`src/rtl/mc_delay_pkg.sv`:
```
// Shared sizing helpers and types for the multi-channel delay line.
package mc_delay_pkg;

  // Delay-index width: clog2 of the per-channel depth, never below 1.
  function automatic int unsigned calc_asize(input int unsigned wdepth);
    return (wdepth > 1) ? $clog2(wdepth) : 1;
  endfunction

  // Channel-index width: max(1, clog2(nch)).
  function automatic int unsigned calc_csize(input int unsigned nch);
    return (nch > 1) ? $clog2(nch) : 1;
  endfunction

  // Flat RAM address width covering nch*wdepth words.
  function automatic int unsigned calc_ram_aw(input int unsigned nch, input int unsigned wdepth);
    return (nch * wdepth > 1) ? $clog2(nch * wdepth) : 1;
  endfunction

  // Largest usable delay for a given depth.
  function automatic int unsigned calc_dmax(input int unsigned wdepth);
    return wdepth - 1;
  endfunction

  localparam int unsigned DSIZE_DEF  = 8;
  localparam int unsigned WDEPTH_DEF = 5;
  localparam int unsigned NCH_DEF    = 2;

  localparam int unsigned RAM_AW = calc_ram_aw(NCH_DEF, WDEPTH_DEF);
  localparam int unsigned DMAX   = calc_dmax(WDEPTH_DEF);

  typedef logic [RAM_AW-1:0] ram_addr_t;

endpackage

```
`src/rtl/mc_delay_line_sdp_ram.sv`:
```
// Simple dual-port sample store: one write port, one registered read port.
// A read and write to the same word in one cycle returns the old contents.
module sdp_ram #(
  parameter int unsigned DW    = 8,
  parameter int unsigned DEPTH = 10,
  parameter int unsigned AW    = 4
) (
  input  logic          clk,
  input  logic          we_i,
  input  logic [AW-1:0] waddr_i,
  input  logic [DW-1:0] wdata_i,
  input  logic          re_i,
  input  logic [AW-1:0] raddr_i,
  output logic [DW-1:0] rdata_o
);

  logic [DW-1:0] mem_q [DEPTH];
  logic [DW-1:0] rdata_q;

  // Write and registered read; non-blocking update gives old-data on collision.
  always_ff @(posedge clk) begin
    if (we_i) begin
      mem_q[waddr_i] <= wdata_i;
    end
    if (re_i) begin
      rdata_q <= mem_q[raddr_i];
    end
  end

  assign rdata_o = rdata_q;

endmodule

```
`src/rtl/mc_delay_line.sv`:
```
// Multi-channel frame delay line: interleaved samples are stored per channel
// and replayed D frames later, with a two-cycle fixed latency.
module mc_delay_line
  import mc_delay_pkg::*;
#(
  parameter  int unsigned DSIZE  = 8,
  parameter  int unsigned WDEPTH = 5,
  parameter  int unsigned NCH    = 2,
  localparam int unsigned ASIZE  = calc_asize(WDEPTH),
  localparam int unsigned CSIZE  = calc_csize(NCH)
) (
  input  logic             clk,
  input  logic             Reset,
  input  logic [DSIZE-1:0] Din,
  input  logic             in_valid,
  input  logic [CSIZE-1:0] in_ch,
  input  logic [ASIZE:0]   Addr,
  output logic [DSIZE-1:0] Q,
  output logic             out_valid,
  output logic [CSIZE-1:0] out_ch,
  output logic             seq_err
);

  localparam int unsigned RAW   = calc_ram_aw(NCH, WDEPTH);
  localparam int unsigned RDEP  = NCH * WDEPTH;
  localparam logic [ASIZE-1:0] DMAX_A   = ASIZE'(calc_dmax(WDEPTH));
  localparam logic [ASIZE:0]   DMAX_W   = {1'b0, DMAX_A};
  localparam logic [CSIZE-1:0] LAST_CH  = CSIZE'(NCH - 1);

  // Control state
  logic [ASIZE-1:0] wptr_q, wptr_d;
  logic [ASIZE-1:0] fill_q, fill_d;
  logic [ASIZE-1:0] dly_q, dly_d;
  logic [CSIZE-1:0] exp_ch_q, exp_ch_d;
  logic             seq_err_q, seq_err_d;

  // Stage 1 (alongside the RAM read)
  logic             v1_q, v1_d;
  logic [CSIZE-1:0] ch1_q, ch1_d;
  logic             byp1_q, byp1_d;
  logic             zero1_q, zero1_d;
  logic [DSIZE-1:0] din1_q, din1_d;

  // Stage 2 (output register)
  logic             out_valid_q, out_valid_d;
  logic [CSIZE-1:0] out_ch_q, out_ch_d;
  logic [DSIZE-1:0] q_q, q_d;

  // Datapath helpers
  logic [ASIZE-1:0] d_clamp, d_cur, rptr;
  logic [RAW-1:0]   base_addr, waddr, raddr;
  logic             frame_end, ram_re;
  logic [DSIZE-1:0] ram_rdata;

  sdp_ram #(
    .DW    (DSIZE),
    .DEPTH (RDEP),
    .AW    (RAW)
  ) u_ram (
    .clk     (clk),
    .we_i    (in_valid),
    .waddr_i (waddr),
    .wdata_i (Din),
    .re_i    (ram_re),
    .raddr_i (raddr),
    .rdata_o (ram_rdata)
  );

  // Next-state: pointers, delay latch, channel tracking and both pipeline stages.
  always_comb begin
    wptr_d      = wptr_q;
    fill_d      = fill_q;
    dly_d       = dly_q;
    exp_ch_d    = exp_ch_q;
    seq_err_d   = seq_err_q;
    v1_d        = in_valid;
    ch1_d       = ch1_q;
    byp1_d      = byp1_q;
    zero1_d     = zero1_q;
    din1_d      = din1_q;
    out_valid_d = v1_q;
    out_ch_d    = out_ch_q;
    q_d         = q_q;

    // A frame's delay is taken from Addr at its channel-0 sample.
    d_clamp   = (Addr > DMAX_W) ? DMAX_A : Addr[ASIZE-1:0];
    d_cur     = (in_ch == '0) ? d_clamp : dly_q;
    rptr      = (wptr_q >= d_cur) ? (wptr_q - d_cur) : (wptr_q + DMAX_A - d_cur + ASIZE'(1));
    base_addr = RAW'(in_ch) * RAW'(WDEPTH);
    waddr     = base_addr + RAW'(wptr_q);
    raddr     = base_addr + RAW'(rptr);
    frame_end = in_valid && (in_ch == LAST_CH);
    ram_re    = in_valid && (d_cur != '0);

    if (in_valid) begin
      exp_ch_d = (in_ch == LAST_CH) ? '0 : in_ch + CSIZE'(1);
      if (in_ch != exp_ch_q) begin
        seq_err_d = 1'b1;
      end
      if (in_ch == '0) begin
        dly_d = d_clamp;
      end
      ch1_d   = in_ch;
      byp1_d  = (d_cur == '0);
      zero1_d = (d_cur > fill_q);
      din1_d  = Din;
    end

    if (frame_end) begin
      wptr_d = (wptr_q == DMAX_A) ? '0 : wptr_q + ASIZE'(1);
      if (fill_q != DMAX_A) begin
        fill_d = fill_q + ASIZE'(1);
      end
    end

    if (v1_q) begin
      out_ch_d = ch1_q;
      if (zero1_q) begin
        q_d = '0;
      end else if (byp1_q) begin
        q_d = din1_q;
      end else begin
        q_d = ram_rdata;
      end
    end
  end

  // State registers with synchronous reset; RAM contents are left untouched.
  always_ff @(posedge clk) begin
    if (Reset) begin
      wptr_q      <= '0;
      fill_q      <= '0;
      dly_q       <= '0;
      exp_ch_q    <= '0;
      seq_err_q   <= 1'b0;
      v1_q        <= 1'b0;
      ch1_q       <= '0;
      byp1_q      <= 1'b0;
      zero1_q     <= 1'b0;
      din1_q      <= '0;
      out_valid_q <= 1'b0;
      out_ch_q    <= '0;
      q_q         <= '0;
    end else begin
      wptr_q      <= wptr_d;
      fill_q      <= fill_d;
      dly_q       <= dly_d;
      exp_ch_q    <= exp_ch_d;
      seq_err_q   <= seq_err_d;
      v1_q        <= v1_d;
      ch1_q       <= ch1_d;
      byp1_q      <= byp1_d;
      zero1_q     <= zero1_d;
      din1_q      <= din1_d;
      out_valid_q <= out_valid_d;
      out_ch_q    <= out_ch_d;
      q_q         <= q_d;
    end
  end

  assign Q         = q_q;
  assign out_valid = out_valid_q;
  assign out_ch    = out_ch_q;
  assign seq_err   = seq_err_q;

endmodule

```
`config.mk`:
```
export PLATFORM = sky130hd
export DESIGN_NAME = mc_delay_line
export DESIGN_NICKNAME = d
export VERILOG_FILES = /design/src/rtl/mc_delay_pkg.sv /design/src/rtl/mc_delay_line_sdp_ram.sv /design/src/rtl/mc_delay_line.sv
export SDC_FILE = /design/constraint.sdc
export NUM_CORES = 1
export LEC_CHECK = 0
export BUFFER_PORTS_ARGS = -buffer_cell sky130_fd_sc_hd__clkbuf_2
export CELL_PAD_IN_SITES_DETAIL_PLACEMENT = 1
export CELL_PAD_IN_SITES_GLOBAL_PLACEMENT = 1
export CORE_ASPECT_RATIO = 0.75
export CORE_MARGIN = 4
export CORE_UTILIZATION = 29
export CTS_BUF_LIST = sky130_fd_sc_hd__clkbuf_4 sky130_fd_sc_hd__clkbuf_8
export DETAILED_ROUTE_END_ITERATION = 6
export GPL_TIMING_DRIVEN = 0
export PLACE_DENSITY_LB_ADDON = 0.25
export RECOVER_POWER = 25
export SKIP_CTS_REPAIR_TIMING = 1
export SYNTH_ARGS = -nofsm -noshare
export SYNTH_HDL_FRONTEND = slang
export SYNTH_SLANG_ARGS = --single-unit
export TNS_END_PERCENT = 10
```
`constraint.sdc`:
```
create_clock -name clk -period 8.44 [get_ports clk]
set_input_delay 0.844 -clock clk [delete_from_list [all_inputs] [get_ports clk]]
set_output_delay 0.844 -clock clk [all_outputs]
set_load 0.02 [all_outputs]
```
==> load_flow_metrics.sql <==
INSERT INTO impl_metrics (metric_group, metric, value, unit) VALUES
('timing', 'whs', '0.484', 'ns'),
('synth', 'synth_area', '0.00516', 'mm²'),
('synth', 'synth_fp_nets', '387', ''),
('route', 'totalWireLength', '11.4', 'mm'),
('worst_setup_path', 'crit_slowest_cell', 'sky130_fd_sc_hd__or4b_4', ''),
('synth', 'synth-seq-area-share', '64.0', '%'),
('route', 'dr_total_vias', '2879', ''),
('global_route', 'first_global_vias', '3153', ''),
('timing', 'rsz0062_at_grt', 'no', ''),
('final_layout', 'mostFrequentLayoutCell', 'sky130_fd_sc_hd__edfxtp_1', ''),
('synth', 'post_synth_num_cell_types', '38', ''),
('worst_setup_path', 'timing.critical_path.arrival', '5.06', 'ns'),
('clock_network', 'max-clock-path-buffers', '2', ''),
('power_and_ir_drop', 'power.share.combinational', '17.6', '%'),
('global_route', 'grt_pass1_wl', '18.0', 'mm'),
('timing', 'finalClockSkew', '0.0199', 'ns'),
('final_layout', 'multi_input_comb_area', '0.00173', 'mm²'),
('final_layout', 'filler_cell_count', '1840', ''),
('floorplan', 'core_region_area', '0.0171', 'mm²'),
('route', 'detailedRoute.firstIterationViolations', '165', ''),
('clock_network', 'root_buffer', 'sky130_fd_sc_hd__clkbuf_8', ''),
('job', 'maxCapViolCount', '0', ''),
('final_layout', 'post_route_cells_drive_above_1_share', '21.0', '%'),
('timing', 'worst_slew_pin_slew', '1.11', 'ns'),
('final_layout', 'syn_to_final_growth', '15.6', '%'),
('worst_setup_path', 'required', '8.60', 'ns'),
('route', 'route.antenna.remaining_nets', '0', ''),
('timing', 'setup-tns-final', '0', 'ns'),
('timing', 'setup_viol', '0', ''),
('power_and_ir_drop', 'pwr-share-seq', '47.7', '%'),
('timing', 'slew_violations', '0', ''),
('synth', 'syn-mean-instance-area', '14.7', 'µm²'),
('timing', 'finalWorstPathRequiredPeriod', '4.91', 'ns'),
('route', 'routed_via_density', '4.46', ''),
('final_layout', 'mostFrequentLayoutCells', '88 x sky130_fd_sc_hd__edfxtp_1, 43 x sky130_fd_sc_hd__nor2_1, 38 x sky130_fd_sc_hd__mux2i_1, 33 x sky130_fd_sc_hd__dfxtp_1, 20 x sky130_fd_sc_hd__ha_1', ''),
('synth', 'synth-async-reset-ratio', '0', '%'),
('power_and_ir_drop', 'internal-power', '1050', 'µW'),
('timing', 'hold_viol_final', '0', ''),
('place', 'place_hpwl', '8.00', 'mm'),
('final_layout', 'nNetsFinal', '433', ''),
('place', 'post_dp_cell_area', '0.00560', 'mm²'),
('run_status', 'run_status', 'finished clean', ''),
('final_layout', 'diodes', '0', ''),
('final_layout', 'final_cell_area', '0.00597', 'mm²'),
('clock_network', 'tritoncts', 'built', ''),
('floorplan', 'die_width', '162', 'µm'),
('global_route', 'antenna_violations_before_repair', '0', ''),
('floorplan', 'ios', '27', ''),
('power_and_ir_drop', 'power_density', '239', 'mW/mm²'),
('power_and_ir_drop', 'power.net_switching', '382', 'µW'),
('synth', 'synthesized_instance_count', '351', ''),
('power_and_ir_drop', 'power_leakage', '0.00220', 'µW'),
('timing', 'fin_crit_sh', '58.1', '%'),
('global_route', 'track_usage', '12.2', '%'),
('power_and_ir_drop', 'power.ir.vdd_worst', '0.000105', 'V'),
('floorplan', 'floorplan.die.height', '124', 'µm'),
('clock_network', 'tritoncts.num_buffers', '17', ''),
('global_route', 'grt_max_degree', '17', ''),
('timing', 'final.setup.worst_slack', '3.53', 'ns'),
('clock_network', 'cts.htree.levels', '4', ''),
('worst_setup_path', 'timing.critical_path.fanout_max', '10', ''),
('timing', 'fmax', '204', 'MHz'),
('floorplan', 'start_util', '30.1', '%'),
('clock_network', 'clkSlewWorstSetupHoldPaths', '0.07', 'ns'),
('power_and_ir_drop', 'p_sw_share', '26.7', '%'),
('worst_setup_path', 'timing.setup.critical_path_class', 'input pin to register', ''),
('global_route', 'grt_remaining_overflow', '0', ''),
('hold_path', 'class_of_the_tightest_hold_or_removal_check', 'register to register', ''),
('clock_network', 'numClockSinks', '121', ''),
('synth', 'number_of_synthesis_warnings', '0', ''),
('worst_setup_path', 'timing.critical_path.from_type', 'input pin', '');
==> synth_stat cells, types with 2 or more instances <==
library cell / count / area [µm²]
sky130_fd_sc_hd__a211oi_1: 4 / 30.0
sky130_fd_sc_hd__a21oi_1: 18 / 90.1
sky130_fd_sc_hd__a22oi_1: 2 / 15.0
sky130_fd_sc_hd__a31oi_1: 2 / 12.5
sky130_fd_sc_hd__buf_1: 2 / 7.51
sky130_fd_sc_hd__buf_2: 2 / 10.0
sky130_fd_sc_hd__buf_6: 2 / 22.5
sky130_fd_sc_hd__clkbuf_1: 9 / 33.8
sky130_fd_sc_hd__dfxtp_1: 33 / 661
sky130_fd_sc_hd__edfxtp_1: 88 / 2640
sky130_fd_sc_hd__ha_1: 20 / 250
sky130_fd_sc_hd__inv_1: 13 / 48.8
sky130_fd_sc_hd__mux2_2: 9 / 101
sky130_fd_sc_hd__mux2i_1: 38 / 380
sky130_fd_sc_hd__mux4_2: 16 / 360
sky130_fd_sc_hd__nand2_1: 7 / 26.3
sky130_fd_sc_hd__nand2b_1: 2 / 12.5
sky130_fd_sc_hd__nand3_1: 3 / 15.0
sky130_fd_sc_hd__nand3b_1: 2 / 15.0
sky130_fd_sc_hd__nor2_1: 43 / 161
sky130_fd_sc_hd__nor2b_1: 11 / 68.8
sky130_fd_sc_hd__nor3_1: 4 / 20.0
sky130_fd_sc_hd__o21ai_0: 3 / 15.0
sky130_fd_sc_hd__xor2_1: 4 / 35.0
==> state kept, by name, summed over array words and instances, names as in the netlist <==
register       flops
Q                  8
byp1_q             1
ch1_q              1
din1_q             8
dly_q              3
exp_ch_q           1
fill_q             3
out_ch             1
out_valid          1
out_valid_d        1
seq_err            1
u_ram.mem_q       80
u_ram.rdata_o      8
wptr_q             3
zero1_q            1
==> layer usage <==
metal  global-route usage [%]  part of all wire, %  vias to the layer above  wire (µm)
li1                         -                    -                     1394          -
met1                     17.3                   52                     1428       5930
met2                     18.4                   43                       53       4940
met3                     3.53                  4.2                        4        479
met4                     3.33                 0.33                        0         38
met5                        0                    0                        -          0
==> cell families (layout without fill, tap and decap cells) <==
logic type               Yosys count  in the layout  share of synthesized area [%]
flip-flops                       121            121                           64.0
AND/OR/NAND/NOR                   77             77                           7.05
multiplexers                      64             64                           16.6
AO/OA/AOI/OAI                     34             34                           3.95
buffers and inverters             29             88                           2.52
adder cells (fa/ha/maj)           21             21                           5.04
XOR/XNOR                           5              5                          0.848
==> power groups by stage <==
stage / registers, µW / logic (µW) / clock network [µW]
after floorplan: 694 / 180 / 0
after global placement: 692 / 253 / 0
after detailed placement: 694 / 259 / 0
after CTS: 681 / 260 / 510
after global routing: 683 / 279 / 540
final: 680 / 251 / 495
==> stage by stage <==
| stage | utilization (%) | instances |
|---|---|---|
| finish | 34.8 | 646 |
| global route | 34.8 | 646 |
| CTS | 34.9 | 646 |
| detailed placement | 32.7 | 614 |
| global placement | 32.6 | 612 |
| floorplan | - | 351 |
==> cell type report <==
class,count,area share (%)
Buffer,16,1.36
Clock buffer,18,4.05
Clock inverter,14,2.22
Inverter,13,0.818
Multi-Input combinational cell,201,29.1
Sequential cell,121,55.3
Tap cell,236,4.95
Timing Repair Buffer,27,2.20
==> worst paths after layout <==
check	start	endpoint	cells after the start
max	in_ch	u_ram.rdata_o[1]	15
min	dly_q[0]	dly_q[0]	2
max reg2reg	dly_q[0]	u_ram.rdata_o[1]	15
min reg2reg	dly_q[0]	dly_q[0]	2
==> worst max-delay path: cells and delay by family <==
kind | cells | cell delay [ns]
buf+inv | 4 | 1.24
mux | 3 | 0.84
fa+ha+maj | 3 | 0.78
simple gates | 2 | 0.77
compound gates | 2 | 0.42
xor+xnor | 1 | 0.17
No activity file was read; power rests on OpenSTA's default activity.
